==> config.mk <==
export PLATFORM = sky130hd
export DESIGN_NAME = keypad_entry_controller
export DESIGN_NICKNAME = d
export VERILOG_FILES = /design/src/rtl/keypad_entry_controller.sv
export SDC_FILE = /design/constraint.sdc
export NUM_CORES = 1
export LEC_CHECK = 0
export CAP_MARGIN = 30
export CELL_PAD_IN_SITES_DETAIL_PLACEMENT = 1
export CELL_PAD_IN_SITES_GLOBAL_PLACEMENT = 1
export CORE_ASPECT_RATIO = 0.8
export CORE_MARGIN = 1.5
export CORE_UTILIZATION = 44
export DETAILED_ROUTE_END_ITERATION = 16
export DONT_BUFFER_PORTS = 1
export PLACE_DENSITY = 0.82
export SLEW_MARGIN = 10
export SYNTH_ARGS = -nofsm -noshare
export SYNTH_HDL_FRONTEND = slang
export SYNTH_SLANG_ARGS = --single-unit
==> constraint.sdc <==
create_clock -name clock -period 1.79 [get_ports clock]
set_input_delay 0.358 -clock clock [delete_from_list [all_inputs] [get_ports clock]]
set_output_delay 0.358 -clock clock [all_outputs]
set_load 0.02 [all_outputs]
==> src/rtl/keypad_entry_controller.sv <==
`default_nettype none
// ============================================================================
//  Module      : keypad_entry_controller
//  Description : Input stage for the timer. Enables the 10-key encoder while
//                entry is allowed, debounces key press and release, and shifts
//                accepted digits into a 4-digit MM:SS entry register. A commit
//                request validates the entry and hands it to the timer as a
//                one-cycle load.
//  Revision    : 1.0 - initial release
// ============================================================================
module keypad_entry_controller #(
   parameter int DEBOUNCE_CYCLES = 4,   // consecutive stable cycles, 1..255
   parameter int NUM_DIGITS      = 4    // fixed MM:SS entry width
) (
   input  logic        clock,
   input  logic        resetn,
   input  logic        load_en,
   input  logic [3:0]  bcd,
   input  logic        valid_data,
   input  logic        commit,
   input  logic        clear_entry,
   output logic        enc_enablen,
   output logic [15:0] entry_digits,
   output logic [2:0]  digit_count,
   output logic        new_digit,
   output logic        time_load,
   output logic [15:0] time_value,
   output logic        entry_error
);

   // Key-handling states
   localparam logic [2:0] S_DISABLED   = 3'd0;
   localparam logic [2:0] S_READY      = 3'd1;
   localparam logic [2:0] S_PRESS_DB   = 3'd2;
   localparam logic [2:0] S_HELD       = 3'd3;
   localparam logic [2:0] S_RELEASE_DB = 3'd4;

   localparam logic [7:0] c_db_target  = 8'(DEBOUNCE_CYCLES);
   localparam logic [2:0] c_max_digits = 3'(NUM_DIGITS);
   localparam logic [3:0] c_max_bcd    = 4'd9;
   localparam logic [3:0] c_max_sec_tens = 4'd5;

   // Registered state
   logic [2:0]  r_state;
   logic [7:0]  r_cnt;
   logic        r_enc_enablen;
   logic [15:0] r_entry;
   logic [2:0]  r_count;
   logic        r_new_digit;
   logic        r_time_load;
   logic [15:0] r_time_value;
   logic        r_entry_error;

   // Combinational next-state signals
   logic [2:0]  w_state_nxt;
   logic [7:0]  w_cnt_nxt;
   logic        w_accept;
   logic        w_key;
   logic        w_commit;
   logic        w_has_entry;
   logic        w_entry_ok;

   // A non-decimal code from the encoder counts as "no key present"
   assign w_key       = valid_data && (bcd <= c_max_bcd);
   assign w_commit    = commit && (r_state == S_READY);
   assign w_has_entry = (r_count != 3'd0);
   assign w_entry_ok  = (r_entry[7:4] <= c_max_sec_tens);

   // Next-state, debounce counter and digit-accept decode
   always_comb begin
      w_state_nxt = r_state;
      w_cnt_nxt   = r_cnt;
      w_accept    = 1'b0;
      if (!load_en) begin
         // Losing entry permission discards any key in progress
         w_state_nxt = S_DISABLED;
         w_cnt_nxt   = 8'd0;
      end else begin
         case (r_state)
            S_DISABLED: begin
               w_state_nxt = S_READY;
               w_cnt_nxt   = 8'd0;
            end
            S_READY: begin
               if (w_key) begin
                  if (c_db_target == 8'd1) begin
                     // Single-cycle debounce: the first high sample is enough
                     w_accept    = 1'b1;
                     w_state_nxt = S_HELD;
                     w_cnt_nxt   = 8'd0;
                  end else begin
                     w_state_nxt = S_PRESS_DB;
                     w_cnt_nxt   = 8'd1;
                  end
               end
            end
            S_PRESS_DB: begin
               if (w_key) begin
                  if (r_cnt + 8'd1 == c_db_target) begin
                     w_accept    = 1'b1;
                     w_state_nxt = S_HELD;
                     w_cnt_nxt   = 8'd0;
                  end else begin
                     w_cnt_nxt   = r_cnt + 8'd1;
                  end
               end else begin
                  // Glitch shorter than the debounce window: drop it
                  w_state_nxt = S_READY;
                  w_cnt_nxt   = 8'd0;
               end
            end
            S_HELD: begin
               if (!w_key) begin
                  if (c_db_target == 8'd1) begin
                     w_state_nxt = S_READY;
                     w_cnt_nxt   = 8'd0;
                  end else begin
                     w_state_nxt = S_RELEASE_DB;
                     w_cnt_nxt   = 8'd1;
                  end
               end
            end
            S_RELEASE_DB: begin
               if (w_key) begin
                  // Bounce during release: the key is still the same press
                  w_state_nxt = S_HELD;
                  w_cnt_nxt   = 8'd0;
               end else if (r_cnt + 8'd1 == c_db_target) begin
                  w_state_nxt = S_READY;
                  w_cnt_nxt   = 8'd0;
               end else begin
                  w_cnt_nxt   = r_cnt + 8'd1;
               end
            end
            default: begin
               w_state_nxt = S_DISABLED;
               w_cnt_nxt   = 8'd0;
            end
         endcase
      end
   end

   // FSM state, debounce counter and registered encoder enable
   always_ff @(posedge clock or negedge resetn) begin
      if (!resetn) begin
         r_state       <= S_DISABLED;
         r_cnt         <= 8'd0;
         r_enc_enablen <= 1'b1;
      end else begin
         r_state       <= w_state_nxt;
         r_cnt         <= w_cnt_nxt;
         r_enc_enablen <= (w_state_nxt == S_DISABLED);
      end
   end

   // Entry register, commit handoff and status pulses; clear has top priority
   always_ff @(posedge clock or negedge resetn) begin
      if (!resetn) begin
         r_entry       <= 16'd0;
         r_count       <= 3'd0;
         r_new_digit   <= 1'b0;
         r_time_load   <= 1'b0;
         r_time_value  <= 16'd0;
         r_entry_error <= 1'b0;
      end else begin
         r_new_digit   <= 1'b0;
         r_time_load   <= 1'b0;
         r_entry_error <= 1'b0;
         if (clear_entry) begin
            r_entry <= 16'd0;
            r_count <= 3'd0;
         end else if (w_commit && w_has_entry) begin
            if (w_entry_ok) begin
               r_time_value <= r_entry;
               r_time_load  <= 1'b1;
               r_entry      <= 16'd0;
               r_count      <= 3'd0;
            end else begin
               r_entry_error <= 1'b1;
            end
         end else if (w_accept && (r_count < c_max_digits)) begin
            // New digit enters at seconds-ones; older digits move left
            r_entry     <= {r_entry[11:0], bcd};
            r_count     <= r_count + 3'd1;
            r_new_digit <= 1'b1;
         end
      end
   end

   assign enc_enablen  = r_enc_enablen;
   assign entry_digits = r_entry;
   assign digit_count  = r_count;
   assign new_digit    = r_new_digit;
   assign time_load    = r_time_load;
   assign time_value   = r_time_value;
   assign entry_error  = r_entry_error;

endmodule
`default_nettype wire

==> results.sh <==
export IMPL_io_pin_count=49
export IMPL_grt_max_degree=51
export IMPL_place_gp_congestion=0.7932
export IMPL_final_cell_area_mm2=0.003033
export IMPL_rr_worst_depth=8
export IMPL_synth_nets=238
export IMPL_synthTopCellsByArea="dfrtp_1 (49%), mux2i_1 (8.0%), mux2_1 (6.7%)"
export IMPL_drt_iter0_drc=52
export IMPL_yosysTopAreaCellShare=0.4885
export IMPL_placed_area_mm2=0.002820
export IMPL_setup_viol=23
export IMPL_row_count=24
export IMPL_finish_utilization=0.5549
export IMPL_r2r_setup_slack_ns=-0.19
export IMPL_critPathSlowestCell="dfrtp_1"
export IMPL_startpoint_type="flip-flop"
export IMPL_htreeDepth=2
export IMPL_die_w_um=87.44
export IMPL_combPwrFrac=0.070
export IMPL_maxSlewViolCount=0
export IMPL_synth_seq_cells=50
export IMPL_hold_ws_ns=0.1269
export IMPL_io_buffers=0
export IMPL_layout_nets=268
export IMPL_grt_overflow=0
export IMPL_p_switching_uw=437.5
export IMPL_worstPathCellList="ha_2 > xor2_1 > nand4bb_4 > buf_4 > buf_4 > buf_4 > o21a_1 > a22o_1"
export IMPL_die_h_um=70.56
export IMPL_rsz0062_at_grt="true"
export IMPL_synth_area_leader_cell="dfrtp_1"
export IMPL_dr_pass1_iters=4
export IMPL_clock_sinks=50
export IMPL_finalCriticalPeriod_ns=1.981
export IMPL_drive_above_1_share=0.2863
export IMPL_crit_buf_inv=3
export IMPL_dr_total_vias=1827
export IMPL_max_vdd_ir_drop_mv=0.4428
export IMPL_drtAntennaViolNets=0
export IMPL_synth_edff_count=0
export IMPL_grt_pass1_vias=2065
export IMPL_finalWirelength_um=6338
export IMPL_hold_start="clear_entry"
export IMPL_worst_setup_path_end_kind="flip-flop"
export IMPL_grt_util_all_layers=0.2186
export IMPL_synth_mux_area_frac=0.1471
export IMPL_p_int_uw=1467
export IMPL_yosysMostFrequentCell="dfrtp_1"
export IMPL_synthAdderAreaFrac=0.01994
export IMPL_min_to="entry_error"
export IMPL_r2r_end="r_cnt[2]"
export IMPL_yosys_warnings=0
export IMPL_clkLatencyLatePin_ns=0.30
export IMPL_dieArea_mm2=0.006169
export IMPL_clockBufferDepth=2
export IMPL_synth_simple_area_share=0.1660
export IMPL_power_share_clock=0.330
export IMPL_hold_path_depth=1
export IMPL_synth_compound_area_share=0.1027
export IMPL_hpwl_um=4304
export IMPL_synthTopCellsByCount="dfrtp_1 (49), nand2_1 (43), mux2i_1 (20)"
export IMPL_fin_skew_ns=0.004611
export IMPL_ys_seq_area_frac=0.4990
export IMPL_num_fill_cells=600
export IMPL_cp_slowest_stage_delay_ns=0.42
export IMPL_cts_inserted_buffers=5
export IMPL_place_ws_ns=-0.1248
export IMPL_slew_headroom=0.7789
export IMPL_cts_tree="built"
export IMPL_maxCapViolations=0
export IMPL_violations="negative setup slack"
export IMPL_fin_crit_sh=1.107
export IMPL_swShare=0.2298
export IMPL_synthArstFlopShare=1.000
export IMPL_viasPerCell=5.486
export IMPL_grt_pass1_wl_um=10350
export IMPL_cp_startpoint="r_cnt[0]"
export IMPL_diodes=0
export IMPL_area_growth_syn_to_layout_pct=20.84
export IMPL_crit_fanout=4
export IMPL_max_slew_worst_pin_slew_ns=0.3316
export IMPL_antenna_found_initial=0
export IMPL_path_common_cell="buf_4"
export IMPL_synthXorXnorAreaFrac=0.02443
export IMPL_p_leak_uw=0.001346
export IMPL_root_buffer="clkbuf_8"
export IMPL_hp_class="in -> reg"
export IMPL_status="finished with violations"
export IMPL_clk_pin_slew_ns=0.09
export IMPL_hold_viol=0
export IMPL_drc=0
export IMPL_wl_per_cell_um=19.03
export IMPL_path_class="reg -> reg"
export IMPL_ys_flop_type="dfrtp_1"
export IMPL_seq_power_share=0.601
export IMPL_synth_top_family_by_area="simple AND/OR/NAND/NOR gates"
export IMPL_coreArea_mm2=0.005465
export IMPL_r2r_start="r_cnt[0]"
export IMPL_synth_avg_cell_area_um2=11.20
export IMPL_power_density_mw_per_mm2=627.9
export IMPL_synth_area_mm2=0.002510
export IMPL_synth_cell_types=45
export IMPL_required_ns=1.98
export IMPL_cp_arrival_ns=2.17
export IMPL_start_util=0.4592
export IMPL_syn_inst=224
export IMPL_crit_family="buffers and inverters"
export IMPL_max_freq_mhz=504.9
export IMPL_finalWorstSetupSlack_ns=-0.1906
## flip-flops by register name (all words and copies together), names as in the netlist
register	cells
r_cnt	8
entry_digits	16
time_value	16
time_load	1
r_state	3
new_digit	1
entry_error	1
digit_count	3
enc_enablen	1
## worst max-delay path by stage
| stage | to | slack, ns | cells past startpoint |
|---|---|---|---|
| 2_1_floorplan | time_value[10] | -0.03 | 7 |
| 3_3_place_gp | entry_digits[1] | 0.005 | 6 |
| 3_5_place_dp | entry_digits[7] | -0.12 | 7 |
| 4_1_cts | entry_digits[0] | -0.13 | 8 |
| 5_1_grt | r_cnt[2] | -0.29 | 8 |
| 6_report | r_cnt[2] | -0.19 | 8 |
## through the flow
stage	setup TNS, ns	total power [uW]	instances
5_1_grt	-4.919	1991	333
6_report	-1.983	1904	333
3_3_place_gp	0	1259	317
2_1_floorplan	-0.2012	1228	224
3_5_place_dp	-1.660	1263	317
4_1_cts	-1.619	1915	332
## metal layers
metal	part of all wire	GRT usage	routed length [um]	vias to the layer above
li1	-	-	-	847
met1	0.47	0.2966	2965	933
met2	0.48	0.3581	3060	40
met3	0.042	0.05484	267	7
met4	0.0071	0.04409	45	0
met5	0	0	0	-
## cells by family (layout without fill, tap and decap cells)
group | after synthesis | in the layout
XOR/XNOR | 7 | 7
buffers and inverters | 18 | 49
adder cells (fa/ha/maj) | 4 | 4
flip-flops | 50 | 50
AND/OR/NAND/NOR | 76 | 76
AO/OA/AOI/OAI | 34 | 34
multiplexers | 35 | 35
## repair_timing
| item | 4_1_cts | 5_1_grt |
|---|---|---|
| endpoints found under the hold margin | 50 | 0 |
| pin swaps | 2 | 4 |
| cloned | 1 | 1 |
| gates resized for setup | 4 | 8 |
| setup endpoints to repair | 23 | 33 |
| setup buffers | 5 | 2 |
| hold buffers | 2 | 0 |
## power by group through the flow
| stage | registers, uW | clock network, uW | logic (uW) |
|---|---|---|---|
| after floorplan | 1160 | 0 | 64.8 |
| after global placement | 1170 | 0 | 93.3 |
| after detailed placement | 1170 | 0 | 96.5 |
| after CTS | 1140 | 641 | 131 |
| after global routing | 1150 | 699 | 147 |
| final | 1140 | 628 | 133 |
## cell usage in the layout (no fill, tap or decap), types with 5 or more instances in the layout
| cell | synthesis | routed |
|---|---|---|
| a21oi_1 | 8 | 8 |
| a22o_1 | 6 | 6 |
| buf_4 | 2 | 28 |
| clkbuf_8 | 0 | 5 |
| dfrtp_1 | 49 | 46 |
| mux2_1 | 15 | 7 |
| mux2_4 | 0 | 8 |
| mux2i_1 | 20 | 19 |
| nand2_1 | 43 | 43 |
| nand3_1 | 5 | 5 |
| nor2_1 | 6 | 5 |
## layout make-up
cell class	instances	area, um^2	share of cell area
sequential	50	1256	0.4142
multi-input combinational	156	1242	0.4097
timing repair buffer	36	337.8	0.1114
tap	78	97.59	0.03218
clock buffer	8	80.08	0.02640
inverter	5	18.77	0.006188
## worst reg2reg max path, stage by stage, from the launching register on
cell and delay [ns]:
dfrtp_1 0.42, ha_2 0.22, xor2_1 0.30, nand4bb_4 0.16
buf_4 0.16, buf_4 0.12, buf_4 0.15, o21a_1 0.17
a22o_1 0.19
No activity file was read; power rests on OpenSTA's default activity.
